### config.mk
export PLATFORM = sky130hd
export DESIGN_NAME = bilbo_reg_n
export DESIGN_NICKNAME = d
export VERILOG_FILES = /design/src/rtl/bilbo_pkg.sv /design/src/rtl/bilbo_ctrl.sv /design/src/rtl/bilbo_reg_n.sv
export SDC_FILE = /design/constraint.sdc
export NUM_CORES = 1
export LEC_CHECK = 0
export CORE_ASPECT_RATIO = 0.9
export CORE_MARGIN = 4
export CORE_UTILIZATION = 55
export CTS_BUF_LIST = sky130_fd_sc_hd__clkbuf_4 sky130_fd_sc_hd__clkbuf_8
export CTS_CLUSTER_DIAMETER = 100
export DETAILED_ROUTE_END_ITERATION = 12
export DONT_BUFFER_PORTS = 1
export PLACE_DENSITY_LB_ADDON = 0.05
export SYNTH_ARGS = -nofsm -noshare
export SYNTH_HDL_FRONTEND = slang
export SYNTH_SLANG_ARGS = --single-unit
export TNS_END_PERCENT = 1
### constraint.sdc
create_clock -name clock -period 4.7 [get_ports clock]
set_input_delay 0.94 -clock clock [delete_from_list [all_inputs] [get_ports clock]]
set_output_delay 0.94 -clock clock [all_outputs]
set_load 0.01 [all_outputs]
### src/rtl/bilbo_pkg.sv
// Shared encodings and default constants for the BILBO register slice.
// Imported by the datapath top and the session controller.
package bilbo_pkg;

    typedef enum logic [1:0] {
        MODE_SHIFT = 2'b00,
        MODE_CLEAR = 2'b01,
        MODE_LOAD  = 2'b10,
        MODE_STEP  = 2'b11
    } mode_e;

    typedef enum logic [1:0] {
        ST_IDLE = 2'b00,
        ST_RUN  = 2'b01,
        ST_CMP  = 2'b10,
        ST_DONE = 2'b11
    } state_e;

    localparam logic [7:0] POLY_DEFAULT = 8'h1D;
    localparam logic [7:0] SEED_DEFAULT = 8'h01;

endpackage

### src/rtl/bilbo_ctrl.sv
// BIST session controller: sequences start, stepping, compare and done.
// The datapath follows load/step_en; pass is registered at the compare.
module bilbo_ctrl
    import bilbo_pkg::*;
(
    input  logic        clock,
    input  logic        rst,
    input  logic        start,
    input  logic        prpg,
    input  logic        match,
    input  logic [15:0] run_cycles,
    output logic        load,
    output logic        step_en,
    output logic        prpg_s,
    output logic        busy,
    output logic        done,
    output logic        pass
);

    state_e      state_q, state_d;
    logic [15:0] cnt_q, cnt_d;
    logic        prpg_q, prpg_d;
    logic        pass_q, pass_d;

    always_comb begin
        state_d = state_q;
        cnt_d   = cnt_q;
        prpg_d  = prpg_q;
        pass_d  = pass_q;
        load    = 1'b0;
        step_en = 1'b0;
        unique case (state_q)
            ST_IDLE, ST_DONE: begin
                if (start) begin
                    state_d = ST_RUN;
                    cnt_d   = run_cycles;
                    prpg_d  = prpg;
                    pass_d  = 1'b0;
                    load    = 1'b1;
                end
            end
            ST_RUN: begin
                if (cnt_q != 16'd0) begin
                    step_en = 1'b1;
                    cnt_d   = cnt_q - 16'd1;
                end else begin
                    state_d = ST_CMP;
                end
            end
            ST_CMP: begin
                pass_d  = match;
                state_d = ST_DONE;
            end
            default: state_d = ST_IDLE;
        endcase
    end

    always_ff @(posedge clock) begin
        if (rst) begin
            state_q <= ST_IDLE;
            cnt_q   <= 16'd0;
            prpg_q  <= 1'b0;
            pass_q  <= 1'b0;
        end else begin
            state_q <= state_d;
            cnt_q   <= cnt_d;
            prpg_q  <= prpg_d;
            pass_q  <= pass_d;
        end
    end

    assign prpg_s = prpg_q;
    assign busy   = (state_q == ST_RUN) || (state_q == ST_CMP);
    assign done   = (state_q == ST_DONE);
    assign pass   = pass_q;

endmodule

### src/rtl/bilbo_reg_n.sv
// BILBO register: scan / clear / capture / MISR-PRPG with shadow output
// and a self-timed signature-check session.
module bilbo_reg_n
    import bilbo_pkg::*;
#(
    parameter int               WIDTH = 8,
    parameter logic [WIDTH-1:0] POLY  = WIDTH'(POLY_DEFAULT),
    parameter logic [WIDTH-1:0] SEED  = WIDTH'(SEED_DEFAULT)
) (
    input  logic             clock,
    input  logic             rst,
    input  logic [1:0]       mode,
    input  logic             prpg,
    input  logic [WIDTH-1:0] data,
    input  logic             scan_in,
    output logic             scan_out,
    input  logic             update,
    input  logic             en,
    output logic [WIDTH-1:0] q,
    output logic [WIDTH-1:0] sig,
    input  logic             start,
    input  logic [15:0]      run_cycles,
    input  logic [WIDTH-1:0] golden,
    output logic             busy,
    output logic             done,
    output logic             pass
);

    logic [WIDTH-1:0] r_q, r_d;
    logic [WIDTH-1:0] shadow_q, shadow_d;
    logic             load, step_en, prpg_s, match;

    function automatic logic [WIDTH-1:0] step_f(
        input logic [WIDTH-1:0] r,
        input logic [WIDTH-1:0] d
    );
        return {r[WIDTH-2:0], 1'b0} ^ (r[WIDTH-1] ? POLY : '0) ^ d;
    endfunction

    assign match = (r_q == golden);

    bilbo_ctrl u_ctrl (
        .clock      (clock),
        .rst        (rst),
        .start      (start),
        .prpg       (prpg),
        .match      (match),
        .run_cycles (run_cycles),
        .load       (load),
        .step_en    (step_en),
        .prpg_s     (prpg_s),
        .busy       (busy),
        .done       (done),
        .pass       (pass)
    );

    always_comb begin
        r_d      = r_q;
        shadow_d = shadow_q;
        if (load) begin
            r_d = prpg ? SEED : '0;
        end else if (busy) begin
            if (step_en) r_d = step_f(r_q, prpg_s ? '0 : data);
        end else begin
            case (mode_e'(mode))
                MODE_SHIFT: r_d = {r_q[WIDTH-2:0], scan_in};
                MODE_CLEAR: r_d = '0;
                MODE_LOAD:  r_d = data;
                MODE_STEP:  r_d = step_f(r_q, prpg ? '0 : data);
                default:    r_d = r_q;
            endcase
        end
        // Session cycles leave the shadow alone so q stays stable.
        if (!busy && update) shadow_d = r_q;
    end

    always_ff @(posedge clock) begin
        if (rst) begin
            r_q      <= '0;
            shadow_q <= '0;
        end else begin
            r_q      <= r_d;
            shadow_q <= shadow_d;
        end
    end

    assign scan_out = r_q[WIDTH-1];
    assign sig      = r_q;
    assign q        = en ? shadow_q : data;

endmodule

==> metrics.cfg <==
[clocking]
insertion_delay_ns = 0.28
cts_sinks = 36
clk_pin_slew_ns = 0.07
root_buffer = clkbuf_8
postCtsSetupBuffers = 0
cts_tree = yes
cts_buffers = 5
cts_resized = 0
clock_tree.buffer_depth = 2
h-tree-depth = 2
cts_hold_buf = 0

[sta]
rsz0062_at_grt = no
timing.fmax_mhz = 355
fin_skew_ns = 0.00850
worst_slack_ns = 1.88
slew-limit-headroom_pct = 35.3
tightest_slew_ns = 0.967
setup_tns_ns = 0
finalCritPeriodShare_pct = 59.9
final-setup-viol-count = 0
drv_slew = 0
hold_viol_final = 0
fin_crit_ns = 2.82

[cells_and_area]
antenna_cells = 0
final_nets = 368
final_cell_mix = dfxtp_1, a21oi_1, nand2_1, o21ai_0, nor2b_1
final_common_cell = dfxtp_1
syn2layout_area_growth_pct = 1.59
final_cell_area_mm2 = 0.00272
drive_gt1_share_pct = 10.9

[run_status]
status = completed

[synth]
synth-main-ff-cell = dfxtp_1
yosysTopAreaCell = dfxtp_1
ys_async_sr_fraction_pct = 0
synth_nets = 388
ys_seq_area_share_pct = 27.0
ys_warn_count = 0
syn_avg_cell_area_um2 = 7.82
synthTopCellsByArea = dfxtp_1, mux2_2, a21oi_1, xnor2_1, o21ai_0
syn_inst = 342
synth_cell_types = 53
synth_edf_count = 0
synth_top_area_share_pct = 27.0
synth-seq-cells = 36
syn_area_mm2 = 0.00267

[routing]
vias = 2288
wire_per_inst_um = 16.8
drt-pass1-iter-count = 4
via_per_inst = 5.96
route.detailed.drc = 0
ant_nets = 0
drtIter0Drc = 198
routed_wirelength_mm = 6.47

[placed_design]
pre_cts_ws_ns = 2.01
gp_congestion = 0.844
dpl-instance-area_mm2 = 0.00264
io_buffers = 0
dp_hpwl_mm = 4.86

[global_route]
overflow = 0
grt_pass1_vias = 2073
grt_max_degree = 44
antenna_found_initial = 0
grtUsageTotal_pct = 22.6
grt_pass1_wl_mm = 10.6

[die]
core_area_mm2 = 0.00458
rows = 23
die_h_um = 74.1
die-area_mm2 = 0.00604
start_util_pct = 58.4
num_io_pins = 61
die_x_um = 81.5

[worst_hold_path]
hold_class = reg -> reg
whs_path_depth = 2

[power_and_ir_drop]
powerDensity_mw_per_mm2 = 648
worst_ir_drop_vdd_v = 0.000298
power_mw = 1.76
p_leak_nw = 1.02

[worst_setup_path]
cp-start-kind = flop
crit_required_ns = 3.76
cp.arrival_ns = 1.88
endpoint_kind = output port
worstPathMaxFanout = 18
r2r_cells = 6
path_class = reg -> out

[run]
drv_cap = 0

metrics by stage:
| step | utilization [%] | hold slack [ns] | std cells |
|---|---|---|---|
| after detailed placement | 57.6 | 0.444 | 377 |
| after floorplan | - | 0.433 | 342 |
| after global routing | 59.4 | 0.479 | 384 |
| after global placement | 57.6 | 0.437 | 377 |
| after CTS | 59.4 | 0.456 | 384 |
| final | 59.4 | 0.452 | 384 |
layout make-up:
class / count / area (µm²)
repair buffers: 1 / 7.51
well taps: 62 / 77.6
flip-flops and latches: 36 / 721
clock buffers: 6 / 76.3
inverters: 13 / 48.8
multi-input cells: 265 / 1780
clock inverters: 1 / 5.00
fillers: 441 / 1860
cells by family after synthesis:
family / after synthesis / synth area share (%)
xor gates and xnor gates: 19 / 6.22
and+or+nand+nor: 106 / 20.4
muxes: 32 / 13.5
buffers and inverters: 41 / 6.46
adders and majority gates: 5 / 2.34
AOI/OAI and AO/OA: 103 / 24.1
DFF: 36 / 27.0
metal layers:
layer  global-route usage [%]  part of all wire, %  vias to the layer above
met4                     5.07                 0.45                        0
li1                         -                    -                     1176
met3                     5.08                  8.2                        2
met5                        0                    0                        -
met1                     36.0                   51                     1050
met2                     30.0                   40                       60
final timing paths:
kind	endpoint	startpoint	slack (ns)
worst max-delay path	busy	u_ctrl.state_q[0]	1.88
worst max register to register	u_ctrl.cnt_q[0]	u_ctrl.state_q[0]	2.04
worst min-delay path	shadow_q[1]	shadow_q[1]	0.45
worst min register to register	shadow_q[1]	shadow_q[1]	0.45
synthesized netlist by cell type (2+ instances only):
master	count
buf_2	3
a22o_1	4
mux2_2	16
o211ai_1	2
nor4_1	2
mux2_4	4
o32ai_1	2
and3_1	5
or3_1	2
nor2_1	17
nand4_1	2
xor2_1	2
nand3_1	12
a211oi_1	5
o21a_1	2
a21boi_0	4
o22ai_1	3
nor2b_1	20
a31o_2	2
a32oi_1	2
nand2b_1	5
mux2i_1	12
o31a_1	2
xnor2_1	17
or4_1	2
clkbuf_1	18
dfxtp_1	36
a31oi_1	3
o21ai_0	29
inv_1	12
buf_1	5
nand2_1	29
a21oi_1	33
o21bai_1	2
nor3_1	4
ha_1	5
registers in the layout, summed over array words and instances (netlist names):
name            count
u_ctrl.prpg_s       1
u_ctrl.pass         1
shadow_q            8
sig                 8
u_ctrl.cnt_q       16
u_ctrl.state_q      2
report_power, final:
part	internal, mW	total (mW)	switching, mW
Combinational	0.418	1.01	0.595
Clock	0.107	0.210	0.104
Sequential	0.404	0.538	0.134
critical path: stages, from the launching register on:
cell and delay (ns):
dfxtp_1 0.40, inv_1 0.08, ha_1 0.66, clkinv_1 0.47
No activity file was read; power rests on OpenSTA's default activity.
==> edit 1, RTL diff (same settings) <==
The 4 states of `state_e` get a one-hot encoding in 4 bits.
--- a/src/rtl/bilbo_pkg.sv
+++ b/src/rtl/bilbo_pkg.sv
@@ -9,11 +9,11 @@
         MODE_STEP  = 2'b11
     } mode_e;
 
-    typedef enum logic [1:0] {
-        ST_IDLE = 2'b00,
-        ST_RUN  = 2'b01,
-        ST_CMP  = 2'b10,
-        ST_DONE = 2'b11
+    typedef enum logic [3:0] {
+        ST_IDLE = 4'b0001,
+        ST_RUN  = 4'b0010,
+        ST_CMP  = 4'b0100,
+        ST_DONE = 4'b1000
     } state_e;
 
     localparam logic [7:0] POLY_DEFAULT = 8'h1D;
Check against the original RTL: same outputs for any inputs over 10 cycles, from zero or initial values and one cycle with rst high; not proved beyond that.
==> edit 1 against the unedited design <==
  * Sequential share of layout area grew 0.89 points
  * Cell area rose by 2.1%
  * Setup slack lost 0.33 ns
  * Maximum frequency down 10%
  * Synthesized cell count is 0.88% lower
  * Highest routed layer unchanged
  * Sequential cell count grew 2
  * Wire length up 10%
  * Count of clock-buffer cells in the layout rose by 1
  * Critical path depth did not move
  * Area after synthesis increased by 1.6%
Power is not compared: it rests on default switching activity, and its combinational part moved more than twofold at a synthesized area within 25%.
==> edit 1: results (changes against the unedited design) <==
| Metric | Value |
|---|---|
| R2R depth | `7 (+1)` |
| Vias post-DR | `2,475 (+8.2%)` |
| Slowest cell on the critical path | `dfxtp_1` |
| Data arrival, critical path | `2.20 ns (+0.32 ns)` |
| Hold Path Stages | `2 (unchanged)` |
| Reg-to-reg endpoint | `u_ctrl.cnt_q[5]$_SDFFE_PP0P_` |
| Final HPWL DP | `5010 µm (+3.0%)` |
| Met3 usage | `0.0682 (+0.0173)` |
| Wirelength per Cell | `18.5 µm (+10%)` |
| Worst-Margin Slew | `0.864 ns (-0.102 ns)` |
| Placed inst area | `2680 µm² (+1.7%)` |
| Placed insts | `376 (-0.27%)` |
| Clock sinks | `38 (+5.6%)` |
| First-pass GRT wire length | `11,300 µm (+7.4%)` |
| Fraction of area in registers | `0.274 (+0.00893)` |
| Average vias per placed instance | `6.45 (+8.2%)` |
| Grt met1 use | `0.350 (-0.00985)` |
| Bufs on Longest Clock Path | `2 (unchanged)` |
| GPL Wtd Cong | `0.838 (-0.69%)` |
| Post-cts gate resize count | `0 (unchanged)` |
| Flop2flop setup slack | `2.08 ns (+0.04 ns)` |
| Most frequent cells after synthesis | `dfxtp_1, a21oi_1, nand2_1, o21ai_0` |
| Clk_skew | `0.00613 ns (-0.00237 ns)` |
| Gr usage total | `0.238 (+0.0125)` |
| M2 GR Usage | `0.338 (+0.0379)` |
| Sequential area share after synthesis | `0.280 (+0.0105)` |
| DR WL met2 | `3040 µm (+18%)` |
| Critical path startpoint | `u_ctrl.state_q[2]$_SDFFE_PP0P_` |
| Postcts setup bufs | `0 (unchanged)` |
| Iteration-0 DRC Markers | `157 (-21%)` |
| Non-clk bufs | `2 (+1)` |
| Crit-path max FO | `14 (-4)` |
| Status | `complete, no violations` |
| Rows | `23 (unchanged)` |
| Crit path largest cell delay | `0.63 ns (-0.03 ns)` |
| Hold path startpoint | `shadow_q[2]$_SDFFE_PP0P_` |
| M1 WL | `3370 µm (+1.7%)` |
| Router iterations before antenna repair | `5 (+1)` |
| Clkbuf count | `7 (+1)` |
| Final Net Count | `363 (-1.4%)` |
| Buffering overhead | `0.00541 (+0.00265)` |
| Min-Delay Endpoint | `shadow_q[2]$_SDFFE_PP0P_` |
| Multi-input gate area | `1790 µm² (+0.42%)` |
| ANT cells | `0 (unchanged)` |
| Net Sw Frac | `0.350` |
| Share of layout cells above drive strength 1 | `0.134 (+0.0248)` |
| Largest net degree at the start of global routing | `39 (-11%)` |
| Class of the worst hold path | `reg -> reg` |
| Worst reg2reg startpoint | `u_ctrl.cnt_q[0]$_SDFFE_PP0P_` |
| Synth top area cells | `dfxtp_1, a21oi_1, xnor2_1` |
| Clk tree area frac | `0.0343 (+0.00434)` |
| Multi-input gate count | `264 (-0.38%)` |
| Count of cell types in the netlist | `55 (+3.8%)` |
| Non-clock inverters | `10 (-3)` |
| Met3 WL | `633 µm (+19%)` |
| Worst hold slack | `0.458 ns (+0.00651 ns)` |
| Vias in the first global route | `2,222 (+7.2%)` |
| Number of fill cells in the layout | `452 (+2.5%)` |
| Cells after Synth | `339 (-0.88%)` |
-- edit 1: critical path: cells and delay by family, from the launching register on --
kind,cells,cell delay [ns]
flip-flops,1,0.63
AND/OR/NAND/NOR,1,0.56
buffers and inverters,1,0.48
XOR/XNOR,1,0.24
-- edit 1: cells by family (layout without fill, tap and decap cells) --
kind of cell | after synthesis | count (layout) | share of synthesized area
AND/OR/NAND/NOR | 119 | 119 | 0.251
AO/OA/AOI/OAI | 114 | 114 | 0.296
flip-flops | 38 | 38 | 0.280
buffers and inverters | 37 | 20 | 0.0617
XOR/XNOR | 17 | 17 | 0.0548
multiplexers | 13 | 13 | 0.0516
adder cells (fa/ha/maj) | 1 | 1 | 0.00461
-- edit 1: through the flow --
step / worst slack (ns) / power, W
2_1_floorplan: 2.16 / 0.000620
3_3_place_gp: 2.02 / 0.000649
3_5_place_dp: 1.92 / 0.000652
4_1_cts: 1.61 / 0.000887
5_1_grt: 1.38 / 0.000940
6_report: 1.56 / 0.000888
==> edit 2, RTL diff (same flow settings) <==
Made on the original files. The parameter `WIDTH` goes from 8 to 6.
--- a/src/rtl/bilbo_reg_n.sv
+++ b/src/rtl/bilbo_reg_n.sv
@@ -3,7 +3,7 @@
 module bilbo_reg_n
     import bilbo_pkg::*;
 #(
-    parameter int               WIDTH = 8,
+    parameter int               WIDTH = 6,
     parameter logic [WIDTH-1:0] POLY  = WIDTH'(POLY_DEFAULT),
     parameter logic [WIDTH-1:0] SEED  = WIDTH'(SEED_DEFAULT)
 ) (
Interface: changed (resized data, golden, q and sig); port bits go from 61 to 53. The function was not compared with the original's and may differ.
==> edit 2 against the unedited design <==
  * Register-to-register slack lost 0.34 ns
  * Wire length is 12% lower
  * Cell area decreased by 14%
  * Clock power is 40% higher
  * Setup slack worse by 0.19 ns
  * Cell count down 17%
  * Area after synthesis decreased by 16%
  * Sequential cell count decreased by 4
  * Utilization is 1.6 points higher
  * Power grew 1.5%
==> edit 2: results (changes against the unedited design) <==
| Metric | Value |
|---|---|
| Status | `complete, no violations` |
| Hold path startpoint | `shadow_q[4]$_SDFFE_PP0P_` |
| Syn nets | `328 (-15%)` |
| Multi-input gate count | `221 (-17%)` |
| Count of cell types in the netlist | `56 (+5.7%)` |
| Slowest cell on the critical path | `o21ai_0` |
| Place WS | `1.74 ns (-0.270 ns)` |
| Non-clock inverters | `10 (-3)` |
| Multi-input gate area | `1470 µm² (-17%)` |
| Vias in the first global route | `1,794 (-13%)` |
| Gr usage total | `0.227 (+0.00161)` |
| GPL Wtd Cong | `0.857 (+1.6%)` |
| Worst-Margin Slew | `0.848 ns (-0.118 ns)` |
| M1 WL | `2880 µm (-13%)` |
| Router iterations before antenna repair | `5 (+1)` |
| Wirelength per Cell | `17.9 µm (+6.5%)` |
| Worst IR Drop VDD | `436 µV (+46%)` |
| Finished Layout Cells | `318 (-17%)` |
| Reg-to-reg endpoint | `u_ctrl.cnt_q[1]$_SDFFE_PP0P_` |
| Met3 usage | `0.0652 (+0.0144)` |
| Met3 WL | `491 µm (-7.7%)` |
| DR WL met2 | `2290 µm (-11%)` |
| Share of layout cells above drive strength 1 | `0.110 (+0.00160)` |
| Average vias per placed instance | `6.47 (+8.6%)` |
| Leakage power | `0.851 nW (-17%)` |
| Final HPWL DP | `4110 µm (-15%)` |
| Register area | `641 µm² (-11%)` |
| Worst hold slack | `0.451 ns (-0.000535 ns)` |
| Synth top area cells | `dfxtp_1, a21oi_1, xnor2_1` |
| Placed inst area | `2210 µm² (-16%)` |
| Rows | `21 (-8.7%)` |
| Clkbuf count | `7 (+1)` |
| Setup crit end kind | `flop` |
| Most frequent cells after synthesis | `a21oi_1, dfxtp_1, nand2_1, clkbuf_1, nor2_1` |
| Iteration-0 DRC Markers | `246 (+24%)` |
| Data arrival, critical path | `3.13 ns (+1.25 ns)` |
| Seq cells | `32 (-11%)` |
-- edit 2: cell types whose count changed after synthesis, moves of 7 or more --
cell     change
o21ai_0     -15
nor2b_1     -14
mux2_2       -9
mux2i_1      -8
a21oi_1      +7
-- edit 2: report_power, final --
group          total, W  switching (W)  internal (W)
Clock          0.000293       0.000106      0.000187
Sequential     0.000509       0.000138      0.000370
Combinational  0.000985       0.000602      0.000383
Total           0.00179       0.000847      0.000940
-- edit 2: cell families after synthesis --
kind of cell | after synthesis | synth area share
buffers and inverters | 33 | 0.0649
xor gates and xnor gates | 15 | 0.0582
muxes | 11 | 0.0527
adders and majority gates | 5 | 0.0277
and+or+nand+nor | 89 | 0.203
AOI/OAI and AO/OA | 101 | 0.310
DFF | 32 | 0.284
-- edit 2: worst register-to-register path, stage by stage (launching register included) --
cell	delay [ns]
dfxtp_1	0.41
ha_1	0.17
buf_4	0.27
inv_1	0.37
o21ai_0	0.72
o21ai_2	0.44
a211oi_1	0.40
a211oi_2	0.07
